<file path="src/rtl/memory_reader_ctrl_pkg.sv">
// Shared types and encodings for the memory reader sequencing controller.
package mem_reader_pkg;

  typedef enum logic [1:0] {
    IDLE    = 2'd0,
    LD_FILT = 2'd1,
    LD_IMG  = 2'd2,
    DONE    = 2'd3
  } mr_state_t;

  localparam logic ADR_SEL_FILTER = 1'b0;
  localparam logic ADR_SEL_IMG    = 1'b1;

  localparam logic [1:0] OFFSET_Y = 2'd0;
  localparam logic [1:0] OFFSET_X = 2'd1;
  localparam logic [1:0] OFFSET_Z = 2'd2;

  // Terminal count for a counter spanning n values.
  function automatic logic [7:0] last_idx(input int n);
    return 8'(n - 1);
  endfunction

endpackage

</file>
<file path="src/rtl/memory_reader_ctrl_wrap_counter.sv">
// 8-bit wrapping counter: clear has priority, wraps to 0 after TERMINAL.
module wrap_counter #(
  parameter logic [7:0] TERMINAL = 8'd0
) (
  input  logic       clk,
  input  logic       rst,
  input  logic       clr,
  input  logic       en,
  output logic [7:0] count,
  output logic       tc
);

  assign tc = (count == TERMINAL);

  always_ff @(posedge clk) begin
    if (rst || clr)
      count <= 8'd0;
    else if (en)
      count <= tc ? 8'd0 : count + 8'd1;
  end

endmodule

</file>
<file path="src/rtl/memory_reader_ctrl.sv">
// Sequences filter and image loads from input memory into the reader datapath,
// one word per clock, and pulses done back to the convolution controller.
module memory_reader_ctrl
  import mem_reader_pkg::*;
#(
  parameter int IMG_WORDS    = 64,
  parameter int FILTER_WORDS = 4,
  parameter int NUM_FILTERS  = 4
) (
  input  logic       clk,
  input  logic       rst,
  input  logic       start,
  input  logic       load_filters,
  input  logic       img_src,
  output logic       adr_sel,
  output logic [1:0] mem_offset_sel,
  output logic       filter_wr_en,
  output logic       img_wr_en,
  output logic [7:0] countr_filters,
  output logic [7:0] countr4_filter,
  output logic [7:0] countr_img,
  output logic       busy,
  output logic       done,
  output logic       filters_valid
);

  mr_state_t state;
  logic      img_src_q;
  logic      tc_word, tc_filt, tc_img;
  logic      filt_last, img_last;

  assign filt_last = filter_wr_en && tc_word && tc_filt;
  assign img_last  = img_wr_en && tc_img;

  wrap_counter #(.TERMINAL(last_idx(FILTER_WORDS))) u_cnt_word (
    .clk(clk), .rst(rst), .clr(filt_last), .en(filter_wr_en),
    .count(countr4_filter), .tc(tc_word)
  );

  wrap_counter #(.TERMINAL(last_idx(NUM_FILTERS))) u_cnt_filt (
    .clk(clk), .rst(rst), .clr(filt_last), .en(filter_wr_en && tc_word),
    .count(countr_filters), .tc(tc_filt)
  );

  wrap_counter #(.TERMINAL(last_idx(IMG_WORDS))) u_cnt_img (
    .clk(clk), .rst(rst), .clr(img_last), .en(img_wr_en),
    .count(countr_img), .tc(tc_img)
  );

  // Outputs are assigned alongside the state so they are clean registered decodes.
  always_ff @(posedge clk) begin
    if (rst) begin
      state          <= IDLE;
      img_src_q      <= 1'b0;
      adr_sel        <= ADR_SEL_FILTER;
      mem_offset_sel <= OFFSET_Y;
      filter_wr_en   <= 1'b0;
      img_wr_en      <= 1'b0;
      busy           <= 1'b0;
      done           <= 1'b0;
      filters_valid  <= 1'b0;
    end else begin
      done <= 1'b0;
      case (state)
        IDLE: begin
          if (start) begin
            img_src_q <= img_src;
            busy      <= 1'b1;
            if (load_filters || !filters_valid) begin
              state          <= LD_FILT;
              adr_sel        <= ADR_SEL_FILTER;
              mem_offset_sel <= OFFSET_Z;
              filter_wr_en   <= 1'b1;
            end else begin
              state          <= LD_IMG;
              adr_sel        <= ADR_SEL_IMG;
              mem_offset_sel <= {1'b0, img_src};
              img_wr_en      <= 1'b1;
            end
          end
        end
        LD_FILT: begin
          if (filt_last) begin
            state          <= LD_IMG;
            filters_valid  <= 1'b1;
            filter_wr_en   <= 1'b0;
            img_wr_en      <= 1'b1;
            adr_sel        <= ADR_SEL_IMG;
            mem_offset_sel <= {1'b0, img_src_q};
          end
        end
        LD_IMG: begin
          if (img_last) begin
            state          <= DONE;
            img_wr_en      <= 1'b0;
            adr_sel        <= ADR_SEL_FILTER;
            mem_offset_sel <= OFFSET_Y;
            done           <= 1'b1;
          end
        end
        DONE: begin
          state <= IDLE;
          busy  <= 1'b0;
        end
        default: begin
          state          <= IDLE;
          adr_sel        <= ADR_SEL_FILTER;
          mem_offset_sel <= OFFSET_Y;
          filter_wr_en   <= 1'b0;
          img_wr_en      <= 1'b0;
          busy           <= 1'b0;
        end
      endcase
    end
  end

endmodule

</file>
<file path="config.mk">
export PLATFORM = sky130hd
export DESIGN_NAME = memory_reader_ctrl
export DESIGN_NICKNAME = d
export VERILOG_FILES = /design/src/rtl/memory_reader_ctrl_pkg.sv /design/src/rtl/memory_reader_ctrl_wrap_counter.sv /design/src/rtl/memory_reader_ctrl.sv
export SDC_FILE = /design/constraint.sdc
export NUM_CORES = 1
export LEC_CHECK = 0
export BUFFER_PORTS_ARGS = -buffer_cell sky130_fd_sc_hd__buf_2
export CAP_MARGIN = 20
export CORE_UTILIZATION = 37
export CTS_BUF_LIST = sky130_fd_sc_hd__clkbuf_8
export DETAILED_ROUTE_END_ITERATION = 6
export SETUP_SLACK_MARGIN = 0.2
export SLEW_MARGIN = 20
export SYNTH_ARGS = -nofsm -noshare
export SYNTH_HDL_FRONTEND = slang
export SYNTH_SLANG_ARGS = --single-unit
export TNS_END_PERCENT = 1
</file>
<file path="constraint.sdc">
create_clock -name clk -period 4.12 [get_ports clk]
set_input_delay 0.824 -clock clk [delete_from_list [all_inputs] [get_ports clk]]
set_output_delay 0.824 -clock clk [all_outputs]
set_load 0.02 [all_outputs]
</file>
==> impl_summary.log, run 1 <==
INFO  metric regToRegStartpoint = u_cnt_word.count[0]
INFO  metric die_footprint = between 5000 and 6000 um^2
INFO  metric flop_and_latch_count_out_of_synthesis = 35
INFO  metric route.detailed.vias_per_inst = between 5 and 6
INFO  metric cpPeakStageDelay = about 0.44 ns
INFO  metric area.growth.synth_to_final = 17.1%
INFO  metric clk_path_buf_depth = 2
INFO  metric stdcell_count = approximately 280
INFO  metric num_cts_buffers = 5
INFO  metric grt_max_degree = 26
INFO  metric reg_clk_slew_reported_paths = 0.07 ns
INFO  metric synthesis.yosys.warnings = 0
INFO  metric cts_max_level = 2
INFO  metric groute.layer.met2.usage = 0.240
INFO  metric global_route.overflow_total = 0
INFO  metric min_period_over_period = 0.514
INFO  metric hold_path_class = flop to flop
INFO  metric r2r-end = state[1]
INFO  metric area_fraction_in_compound_gates_after_synthesis = 0.0720
INFO  metric grtUsageMet3 = 0.0394
INFO  metric drc_errors = 0
INFO  metric power.total = ~0.9 mW
INFO  metric p_per_area = between 400 and 500 nW/um^2
INFO  metric power.sequential.fraction = 0.452
INFO  metric synth_cells = 194
INFO  metric count_of_port_buffers_added_during_placement = 36
INFO  metric finalNetCount = about 240
INFO  metric drv_cap = 0
INFO  metric drt_iter0_drc = 74
INFO  metric grt_pass1_wl = approximately 6 mm
INFO  metric timing.final.hold_violations = 0
INFO  metric worstPathMaxFanout = 7
INFO  metric crit_type = flop to flop
INFO  metric postSynth.asyncResetShare = 0
INFO  metric internal-power = roughly 0.6 mW
INFO  metric post-dp-hpwl = ~2.6 mm
INFO  metric grt_pass1_vias = ~1,300
INFO  metric post_cts.resized_instances = 0
INFO  metric die-width = between 70 and 80 um
INFO  metric fp.dieH = a little over 70 um
INFO  metric clock-root-buffer = sky130_fd_sc_hd__clkbuf_8
INFO  metric overall_track_demand_over_capacity_in_global_routing = 0.154
INFO  metric synth_top_flop_cell = sky130_fd_sc_hd__dfxtp_1
INFO  metric synthesis.area = 1790 um^2
INFO  metric core-area = roughly 4500 um^2
INFO  metric final-max-slew-violation-count = 0
INFO  metric worst_skew_pair.late_latency = about 0.29 ns
INFO  metric netlist-cell-type-count = 40
INFO  metric grt_most_used_layer = met2
INFO  metric run_status = completed
INFO  metric cts_tree = yes
INFO  metric cell_chain_critical_path = ha_1 > nor4b_4 > nand4_2 > a211oi_1 > mux2_1
INFO  metric rsz0062_at_grt = false
INFO  metric combinational_family_with_the_most_area_after_synthesis = simple AND/OR/NAND/NOR gates
INFO  metric std_cell_rows = 24
INFO  metric placed_cells_incl_taps = roughly 280
INFO  metric worstRegToRegCells = 5
INFO  metric synth_adder_area_share = 0.0559
INFO  metric synth_seq_area_share = 0.392
INFO  metric clock_sink_count = 35
INFO  metric clkPwrFrac = 0.278
INFO  metric worst_setup_path_endpoint = state[1]
INFO  metric cts.repair_timing.setup_buffer_count = 0
INFO  metric post-route-min-period = approximately 2.1 ns
INFO  metric gpl.final_weighted_congestion = around 0.80
INFO  metric final.setup_skew = around 0.0055 ns
INFO  metric layout-drive-gt1-share = 0.246
INFO  metric route.antenna.remaining_nets = 0
INFO  metric grt_antenna_before_repair = 0
INFO  metric antenna_cells_inserted = 0
INFO  metric wirelength = roughly 3.7 mm
INFO  metric worst-r2r-setup-slack = between 2 and 2.5 ns
INFO  metric maxSlewHeadroom = 0.696
INFO  metric power_switching = just under 0.3 mW
INFO  metric hold_buffers = 0
INFO  metric synth_nets = 207
INFO  metric post_synth_xor_area_fraction = 0.0930
INFO  metric irDropWorstVdd = about 0.25 mV
INFO  metric critical_path.startpoint_type = flop
INFO  metric static-leakage-power = 0.919 nW
INFO  metric setup_violations = 0
INFO  metric crit_start = u_cnt_word.count[0]
INFO  metric synth-edff-count = 0
INFO  metric routedWlPerCell = 12.9 um
INFO  metric crit_required = between 4 and 5 ns
INFO  metric syn_avg_cell_area = between 9 and 10 um^2
INFO  metric groute.layer.met1.usage = 0.201
INFO  metric fmaxAchievable = 472 MHz
INFO  metric drt_first_pass_iters = 5
INFO  metric pin_count = 37
INFO  metric setup_tns = 0 ns
INFO  metric synth_simple_gate_area_frac = 0.305
INFO  metric power_switching_share = 0.333
INFO  metric timing.critical_path.arrival = ~2.3 ns
INFO  metric synth.mux.area_fraction = 0.0594
INFO  metric pin_slew_with_the_least_headroom_to_its_limit = roughly 0.46 ns
INFO  metric critical_path.slowest_cell = sky130_fd_sc_hd__a211oi_1
INFO  metric vias = between 1,000 and 1,500
INFO  metric power_frac_comb = 0.269
INFO  metric initial_utilization = 0.397
INFO  metric critical_path.endpoint_type = flop
routing by layer:
layer,up-vias,share of wire
met1,663,0.51
met3,8,0.038
met2,32,0.44
li1,756,-
met4,0,0.019
met5,-,0
power by group through the flow:
stage          Combinational, mW  Sequential (mW)  Clock [mW]
4_1_cts                    0.236            0.397       0.255
3_3_place_gp               0.233            0.403           0
6_report                   0.236            0.397       0.244
3_5_place_dp               0.232            0.404           0
5_1_grt                    0.260            0.404       0.263
2_1_floorplan              0.169            0.415           0
cell usage after synthesis, types with 2 or more instances:
| cell | n | share of area |
|---|---|---|
| sky130_fd_sc_hd__a211o_2 | 2 | 0.011 |
| sky130_fd_sc_hd__a211oi_1 | 2 | 0.0084 |
| sky130_fd_sc_hd__a21oi_1 | 6 | 0.017 |
| sky130_fd_sc_hd__a31oi_1 | 2 | 0.0070 |
| sky130_fd_sc_hd__and3_1 | 3 | 0.010 |
| sky130_fd_sc_hd__and4_1 | 2 | 0.0098 |
| sky130_fd_sc_hd__clkbuf_1 | 6 | 0.013 |
| sky130_fd_sc_hd__dfxtp_1 | 35 | 0.39 |
| sky130_fd_sc_hd__ha_1 | 8 | 0.056 |
| sky130_fd_sc_hd__inv_1 | 5 | 0.010 |
| sky130_fd_sc_hd__mux2_4 | 3 | 0.025 |
| sky130_fd_sc_hd__mux2i_1 | 5 | 0.028 |
| sky130_fd_sc_hd__nand2_1 | 11 | 0.023 |
| sky130_fd_sc_hd__nand2b_1 | 7 | 0.024 |
| sky130_fd_sc_hd__nand3_1 | 7 | 0.020 |
| sky130_fd_sc_hd__nand4_1 | 6 | 0.021 |
| sky130_fd_sc_hd__nor2_1 | 30 | 0.063 |
| sky130_fd_sc_hd__nor2b_1 | 5 | 0.017 |
| sky130_fd_sc_hd__nor3_1 | 5 | 0.014 |
| sky130_fd_sc_hd__nor4_1 | 4 | 0.014 |
| sky130_fd_sc_hd__nor4b_4 | 2 | 0.027 |
| sky130_fd_sc_hd__o21ai_0 | 2 | 0.0056 |
| sky130_fd_sc_hd__or4b_4 | 2 | 0.015 |
| sky130_fd_sc_hd__xnor2_1 | 8 | 0.039 |
| sky130_fd_sc_hd__xor2_1 | 11 | 0.054 |
cells by family (layout without fill, tap and decap cells):
group / count (synthesis) / in the layout
XOR/XNOR: 19 / 19
flip-flops: 35 / 35
multiplexers: 9 / 9
AND/OR/NAND/NOR: 93 / 93
AO/OA/AOI/OAI: 19 / 19
adder cells (fa/ha/maj): 8 / 8
buffers and inverters: 11 / 49
sequential cells by signal, indices dropped and copies added (netlist names):
| signal | cells |
|---|---|
| u_cnt_word.count | 8 |
| busy | 1 |
| img_wr_en | 1 |
| filters_valid | 1 |
| u_cnt_filt.count | 8 |
| done | 1 |
| filter_wr_en | 1 |
| mem_offset_sel | 2 |
| u_cnt_img.count | 8 |
| state | 2 |
| img_src_q | 1 |
| adr_sel | 1 |
through the flow:
stage	worst slack (ns)	hold slack (ns)	utilization	cell area [um^2]
global route	1.80	0.492	0.465	2100
global placement	2.09	0.442	0.447	2010
detailed placement	2.03	0.445	0.447	2010
floorplan	2.08	0.432	-	1790
CTS	1.99	0.455	0.465	2100
finish	2.00	0.455	0.465	2100
layout by cell type, fill, tap and decap left out, drive strengths merged, types with 6 or more instances in the layout:
cell	Yosys	routed
dfxtp	35	35
xnor2	8	8
ha	8	8
nand4	7	7
nor2	30	30
a21oi	6	6
xor2	11	11
nand2	11	11
nand3	7	7
buf	0	36
nand2b	7	7
worst min path at each step:
stage                   start         to  slack [ns]  depth (start not counted)
floorplan           img_src_q  img_src_q        0.43                          2
global placement    img_src_q  img_src_q        0.44                          2
detailed placement  img_src_q  img_src_q        0.44                          2
CTS                 img_src_q  img_src_q        0.46                          2
global route        img_src_q  img_src_q        0.49                          2
finish              img_src_q  img_src_q        0.45                          2
worst max-delay path, delay by kind of cell (launching register included):
kind | cells | cell delay, ns
adder cells (fa/ha/maj) | 1 | 0.26
AO/OA/AOI/OAI | 1 | 0.44
flip-flops | 1 | 0.43
AND/OR/NAND/NOR | 2 | 0.53
multiplexers | 1 | 0.36
area by class of cell:
| type | instances | area, um^2 |
|---|---|---|
| fill | 458 | 2410 |
| clock buffer | 5 | 68.8 |
| sequential | 35 | 701 |
| inverter | 5 | 18.8 |
| multi-input combinational | 148 | 1050 |
| clock inverter | 3 | 15.0 |
| timing repair buffer | 36 | 180 |
| tap | 52 | 65.1 |
(Power assumes the default switching activity.)
==> inputs of run 2 (changes only) <==
- clock period: 4.12 -> 1.8 ns (I/O delays scaled with it)
==> run 2 against run 1 <==
  * Clock power rose by 140%
  * Clock skew fell by 0.0032 ns
  * Sequential power rose by 120%
==> impl_summary.log, run 2 (synthesis gave the netlist of run 1 again) <==
INFO  metric run_status = completed
INFO  metric pin_count = 37 (unchanged)
INFO  metric irDropWorstVdd = 0.567 mV (+130%)
INFO  metric power.total = 2.19 mW (+150%)
INFO  metric reg_clk_slew_reported_paths = 0.07 ns (about the same)
INFO  metric fp.dieH = 71.5 um (unchanged)
INFO  metric worstPathMaxFanout = 5 (-2)
INFO  metric static-leakage-power = 1.15 nW (+25%)
INFO  metric die-width = 71.5 um (unchanged)
INFO  metric antenna_cells_inserted = 0 (unchanged)
INFO  metric crit_required = 1.98 ns (-2.33 ns)
INFO  metric timing.critical_path.arrival = 1.95 ns (-0.36 ns)
INFO  metric layout.cells.most_common = sky130_fd_sc_hd__buf_2
INFO  metric num_cts_buffers = 5 (unchanged)
INFO  metric post-route-min-period = 1.77 ns (-0.351 ns)
INFO  metric setup_tns = 0 ns (unchanged)
INFO  metric drt_first_pass_iters = 4 (-1)
INFO  metric final.setup_skew = 0.00226 ns (-0.00324 ns)
INFO  metric fmaxAchievable = 565 MHz (+20%)
INFO  metric routedWlPerCell = 13.0 um (+1.4%)
INFO  metric final_cell_mix = 36 x sky130_fd_sc_hd__buf_2, 30 x sky130_fd_sc_hd__nor2_1, 30 x sky130_fd_sc_hd__buf_4, 26 x sky130_fd_sc_hd__dfxtp_1
INFO  metric grt_pass1_vias = 1,442 (+10%)
INFO  metric worst_skew_pair.late_latency = 0.29 ns (about the same)
INFO  metric dp_worst_setup_slack = 0.0329 ns (-2.00 ns)
INFO  metric setup_violations = 0 (unchanged)
INFO  metric levels_on_crit_path = 5 (unchanged)
INFO  metric cts_tree = yes
INFO  metric route.detailed.vias_per_inst = 5.06 (-1.5%)
INFO  metric hold_path_class = input pin to flop
INFO  metric rsz0062_at_grt = true
INFO  metric vias = 1,599 (+9.6%)
INFO  metric layout-drive-gt1-share = 0.424 (+0.179)
INFO  metric post-dp-hpwl = 2.89 mm (+12%)
INFO  metric crit_type = flop to flop
INFO  metric clkPwrFrac = 0.268 (-0.010)
INFO  metric grt_antenna_before_repair = 0 (unchanged)
INFO  metric critical_path.slowest_cell = sky130_fd_sc_hd__a211o_4
INFO  metric clk_path_buf_depth = 2 (unchanged)
INFO  metric cell_chain_critical_path = ha_1 > nor4b_4 > nand4_4 > a211o_4 > mux2_4
INFO  metric min_period_over_period = 0.982 (+0.468)
INFO  metric timing.final.hold_violations = 0 (unchanged)
INFO  metric pin_slew_with_the_least_headroom_to_its_limit = 0.505 ns (+0.0492 ns)
INFO  metric cts_max_level = 2 (unchanged)
INFO  metric power_switching_share = 0.321 (-0.0125)
INFO  metric clock_sink_count = 35 (unchanged)
INFO  metric finalNetCount = 277 (+14%)
INFO  metric drc_errors = 0 (unchanged)
INFO  metric p_per_area = 873 nW/um^2 (+110%)
INFO  metric wirelength = 4.12 mm (+13%)
INFO  metric critical_path.endpoint_type = flop
INFO  metric grt_pass1_wl = 6.60 mm (+7.3%)
INFO  metric clock-root-buffer = sky130_fd_sc_hd__clkbuf_8
INFO  metric power.sequential.fraction = 0.405 (-0.047)
INFO  metric grt_max_degree = 26 (unchanged)
INFO  metric worstRegToRegCells = 5 (unchanged)
INFO  metric internal-power = 1.49 mW (+150%)
INFO  metric die_footprint = 5120 um^2 (unchanged)
INFO  metric critical_path.startpoint_type = flop
INFO  metric min_delay_path_depth = 3 (+1)
INFO  metric maxSlewHeadroom = 0.661 (-0.0348)
INFO  metric global_route.overflow_total = 0 (unchanged)
INFO  metric layout_setup_ws = 0.0316 ns (-1.97 ns)
INFO  metric initial_utilization = 0.397 (unchanged)
INFO  metric route.antenna.remaining_nets = 0 (unchanged)
INFO  metric count_of_port_buffers_added_during_placement = 36 (unchanged)
INFO  metric drt_iter0_drc = 33 (-55%)
INFO  metric layout_top_registers = u_cnt_filt.count x8, u_cnt_img.count x8, u_cnt_word.count x8
INFO  metric final-max-slew-violation-count = 0 (unchanged)
INFO  metric overall_track_demand_over_capacity_in_global_routing = 0.164 (+0.00938)
INFO  metric power_switching = 0.702 mW (+140%)
INFO  metric core-area = 4500 um^2 (unchanged)
INFO  metric power_frac_comb = 0.326 (+0.057)
INFO  metric drv_cap = 0 (unchanged)
INFO  metric std_cell_rows = 24 (unchanged)
INFO  metric whs = 0.358 ns (-0.0969 ns)
INFO  metric path_buf_inv = 0 (unchanged)
INFO  metric gpl.final_weighted_congestion = 0.773 (-2.9%)
INFO  metric area.growth.synth_to_final = 40.3%
INFO  metric cpPeakStageDelay = 0.40 ns (-0.04 ns)
INFO  metric timing.critical_path.max_delay_family = simple AND/OR/NAND/NOR gates
[run 2: changes by cell type in the layout (fill, tap and decap cells not counted), moves of 2 or more]
| cell | delta |
|---|---|
| sky130_fd_sc_hd__buf_6 | +3 |
| sky130_fd_sc_hd__nor4_4 | +4 |
| sky130_fd_sc_hd__ha_1 | -2 |
| sky130_fd_sc_hd__clkinv_2 | -2 |
| sky130_fd_sc_hd__buf_4 | +30 |
| sky130_fd_sc_hd__dfxtp_1 | -9 |
| sky130_fd_sc_hd__nor4_1 | -4 |
| sky130_fd_sc_hd__dfxtp_2 | +7 |
| sky130_fd_sc_hd__dfxtp_4 | +2 |
[run 2: metrics by stage]
stage,instance area [um^2],cells,utilization
2_1_floorplan,1840,194,-
3_3_place_gp,2280,306,0.507
3_5_place_dp,2280,306,0.507
4_1_cts,2370,313,0.527
5_1_grt,2510,316,0.557
6_report,2510,316,0.557
[run 2: timing repair]
item                       CTS  global route
setup buffers                0             3
pin swaps                    1            14
gates cloned                 0             0
setup endpoints to repair   14            21
hold buffers                 0             0
gates resized for setup      0            22
[run 2: path summary, 6_finish.rpt]
check	startpoint	end	slack (ns)
max	u_cnt_filt.count[0]	adr_sel	0.03
min	img_src	img_src_q	0.36
max reg2reg	u_cnt_filt.count[0]	adr_sel	0.03
min reg2reg	img_src_q	img_src_q	0.45
[run 2: power by group through the flow]
| stage | combinational (mW) | sequential (mW) | clock, mW |
|---|---|---|---|
| finish | 0.715 | 0.888 | 0.588 |
| global route | 0.781 | 0.897 | 0.633 |
| CTS | 0.691 | 0.885 | 0.606 |
| detailed placement | 0.689 | 0.901 | 0 |
| global placement | 0.685 | 0.900 | 0 |
| floorplan | 0.418 | 0.959 | 0 |
[run 2: layer usage]
metal / GRT usage / wire length [um] / vias up
li1: - / - / 833
met1: 0.220 / 1980 / 732
met2: 0.265 / 1960 / 29
met3: 0.0338 / 135 / 5
met4: 0.0523 / 44 / 0
met5: 0 / 0 / -
[run 2: worst register-to-register path, stage by stage, from the launching register on]
cell	delay (ns)
sky130_fd_sc_hd__dfxtp_2	0.33
sky130_fd_sc_hd__ha_1	0.18
sky130_fd_sc_hd__nor4b_4	0.28
sky130_fd_sc_hd__nand4_4	0.18
sky130_fd_sc_hd__a211o_4	0.40
sky130_fd_sc_hd__mux2_4	0.30
[run 2: area by class of cell]
type	count	area, um^2
inverter	5	18.8
tap	52	65.1
clock buffer	6	82.6
clock inverter	1	5.00
fill	416	1990
sequential	35	717
multi-input combinational	148	1180
timing repair buffer	69	439
==> inputs of run 3 (changes only) <==
- clock period: 1.8 -> 1.86 ns (I/O delays scaled with it)
==> run 3 against run 2 <==
  * Final cell count fell by 3.2%
  * Worst hold slack improved by 0.013 ns
  * Largest cell class unchanged
  * Maximum frequency up 1.5%
  * Cell area down 5.4%
  * Critical path type unchanged
  * Critical endpoint is now mem_offset_sel[1]
  * Total power is 2.8% lower
  * Via count fell by 4.5%
  * Clock skew rose by 0.0015 ns
==> impl_summary.log, run 3 (synthesis gave the netlist of run 1 again) <==
INFO  metric die_footprint = 5120 um^2 (unchanged)
INFO  metric grt_max_degree = 26 (unchanged)
INFO  metric cts_tree = yes
INFO  metric clock-root-buffer = sky130_fd_sc_hd__clkbuf_8
INFO  metric hold_path_class = input pin to flop
INFO  metric layout-drive-gt1-share = 0.370 (-0.0542)
INFO  metric finalNetCount = 266 (-4.0%)
INFO  metric cpPeakStageDelay = 0.39 ns (about the same)
INFO  metric power.total = 2.13 mW (-2.8%)
INFO  metric route.detailed.vias_per_inst = 4.99 (-1.4%)
INFO  metric area.growth.synth_to_final = 32.7%
INFO  metric vias = 1,527 (-4.5%)
INFO  metric groute.layer.met2.usage = 0.275 (+0.0106)
INFO  metric final_cell_mix = 36 x sky130_fd_sc_hd__buf_2, 30 x sky130_fd_sc_hd__nor2_1, 27 x sky130_fd_sc_hd__dfxtp_1, 22 x sky130_fd_sc_hd__buf_4
INFO  metric groute.layer.met1.usage = 0.194 (-0.0261)
INFO  metric drv_cap = 0 (unchanged)
INFO  metric global_route.overflow_total = 0 (unchanged)
INFO  metric drt_iter0_drc = 64 (+94%)
INFO  metric grt_pass1_wl = 6.41 mm (-2.8%)
INFO  metric count_of_port_buffers_added_during_placement = 36 (unchanged)
INFO  metric reg_clk_slew_reported_paths = 0.07 ns (about the same)
INFO  metric drt_first_pass_iters = 4 (unchanged)
INFO  metric setup_violations = 0 (unchanged)
INFO  metric layout.cells.most_common = sky130_fd_sc_hd__buf_2
INFO  metric worst_skew_pair.late_latency = 0.29 ns (about the same)
INFO  metric fp.dieH = 71.5 um (unchanged)
INFO  metric final_cell_area = 2370 um^2 (-5.4%)
INFO  metric final-max-slew-violation-count = 0 (unchanged)
INFO  metric post-route-min-period = 1.74 ns (-0.0263 ns)
INFO  metric p_per_area = 897 nW/um^2 (+2.8%)
INFO  metric route.antenna.remaining_nets = 0 (unchanged)
INFO  metric post-dp-hpwl = 2.73 mm (-5.6%)
INFO  metric cell_chain_critical_path = ha_4 > nor4b_4 > nand4_4 > a211o_4 > mux2_4
INFO  metric critical_path.slowest_cell = sky130_fd_sc_hd__a211o_4
INFO  metric wirelength = 3.82 mm (-7.3%)
INFO  metric worstPathMaxFanout = 6 (+1)
INFO  metric pin_slew_with_the_least_headroom_to_its_limit = 0.415 ns (-0.0898 ns)
INFO  metric grt_antenna_before_repair = 0 (unchanged)
INFO  metric num_cts_buffers = 5 (unchanged)
INFO  metric timing.critical_path.arrival = 1.92 ns (-0.03 ns)
INFO  metric fmaxAchievable = 574 MHz (+1.5%)
INFO  metric grtUsageMet3 = 0.0323 (-0.00141)
INFO  metric core-area = 4500 um^2 (unchanged)
INFO  metric die-width = 71.5 um (unchanged)
INFO  metric final.setup_skew = 0.00374 ns (+0.00148 ns)
INFO  metric setup_tns = 0 ns (unchanged)
INFO  metric critical_path.startpoint_type = flop
INFO  metric stdcell_count = 306 (-3.2%)
INFO  metric crit_start = u_cnt_word.count[1]
INFO  metric area_post_placement = 2190 um^2 (-4.3%)
INFO  metric antenna_cells_inserted = 0 (unchanged)
INFO  metric routedWlPerCell = 12.5 um (-4.2%)
INFO  metric drc_errors = 0 (unchanged)
INFO  metric static-leakage-power = 1.04 nW (-9.5%)
INFO  metric num-fill-cells = 435 (+4.6%)
INFO  metric timing.critical_path.max_delay_family = simple AND/OR/NAND/NOR gates
INFO  metric clock_sink_count = 35 (unchanged)
INFO  metric gpl.final_weighted_congestion = 0.804 (+4.1%)
INFO  metric cts_max_level = 2 (unchanged)
INFO  metric min_period_over_period = 0.937 (-0.0458)
INFO  metric initial_utilization = 0.397 (unchanged)
INFO  metric grt_pass1_vias = 1,431 (-0.76%)
INFO  metric rsz0062_at_grt = true
INFO  metric crit_type = flop to flop
INFO  metric path_buf_inv = 0 (unchanged)
INFO  metric crit_required = 2.04 ns (+0.06 ns)
INFO  metric regToRegStartpoint = u_cnt_word.count[1]
INFO  metric grt_most_used_layer = met2
INFO  metric run_status = completed
INFO  metric maxSlewHeadroom = 0.723 (+0.0625)
INFO  metric placed_cells_incl_taps = 293 (-4.2%)
INFO  metric critical_path.endpoint_type = flop
INFO  metric irDropWorstVdd = 0.484 mV (-15%)
INFO  metric worst-r2r-setup-slack = 0.12 ns (+0.09 ns)
INFO  metric hold_path_startpoint = img_src
INFO  metric overall_track_demand_over_capacity_in_global_routing = 0.160 (-0.00347)
INFO  metric hold_buffers = 0 (unchanged)
INFO  metric timing.final.hold_violations = 0 (unchanged)
INFO  metric layout_top_registers = u_cnt_filt.count x8, u_cnt_img.count x8, u_cnt_word.count x8
INFO  metric pin_count = 37 (unchanged)
INFO  metric clk_path_buf_depth = 2 (unchanged)
INFO  metric std_cell_rows = 24 (unchanged)
-- run 3: cell count changes in the layout (fill, tap and decap cells not counted), moves of 2 or more --
cell,delta
sky130_fd_sc_hd__buf_4,-8
sky130_fd_sc_hd__buf_6,-3
sky130_fd_sc_hd__nor4_1,+3
sky130_fd_sc_hd__dfxtp_2,-2
sky130_fd_sc_hd__nor4_4,-4
-- run 3: layout make-up --
cell class              instances  area, um^2  area share
multi-input cells             148        1130       0.474
flip-flops and latches         35         718       0.303
repair buffers                 58         345       0.145
clock buffers                   7        96.3      0.0406
well taps                      52        65.1      0.0274
inverters                       5        18.8     0.00791
clock inverters                 1        3.75     0.00158
-- run 3: worst reg2reg max path: stages (launching register included) --
cell                      delay [ns]
sky130_fd_sc_hd__dfxtp_4        0.36
sky130_fd_sc_hd__ha_4           0.14
sky130_fd_sc_hd__nor4b_4        0.26
sky130_fd_sc_hd__nand4_4        0.17
sky130_fd_sc_hd__a211o_4        0.39
sky130_fd_sc_hd__mux2_4         0.30
-- run 3: metal layers --
| layer | vias up | part of all wire |
|---|---|---|
| li1 | 799 | - |
| met1 | 693 | 0.48 |
| met2 | 28 | 0.46 |
| met3 | 7 | 0.035 |
| met4 | 0 | 0.018 |
| met5 | - | 0 |
-- run 3: stage by stage --
stage / setup WS [ns] / utilization / hold WS [ns]
after floorplan: 0.0830 / - / 0.432
after global placement: 0.102 / 0.486 / 0.440
after detailed placement: 0.0642 / 0.486 / 0.445
after CTS: 0.0713 / 0.517 / 0.369
after global routing: 0.0689 / 0.527 / 0.370
final: 0.118 / 0.527 / 0.371
-- run 3: path summary, 6_finish.rpt --
kind,endpoint,depth (start not counted)
worst max-delay path,mem_offset_sel[1],5
worst max register to register,mem_offset_sel[1],5
worst min register to register,img_src_q,2
worst min-delay path,img_src_q,3
-- run 3: where the power goes --
part | switching [mW] | internal [mW] | total [mW]
logic | 0.339 | 0.322 | 0.661
clock network | 0.270 | 0.332 | 0.602
registers | 0.0464 | 0.820 | 0.866
-- run 3: timing repair --
item                                    CTS  global route
setup buffers                             4             1
resized for setup                         3             6
endpoints found under the setup margin   11            17
pin swaps                                 3             4
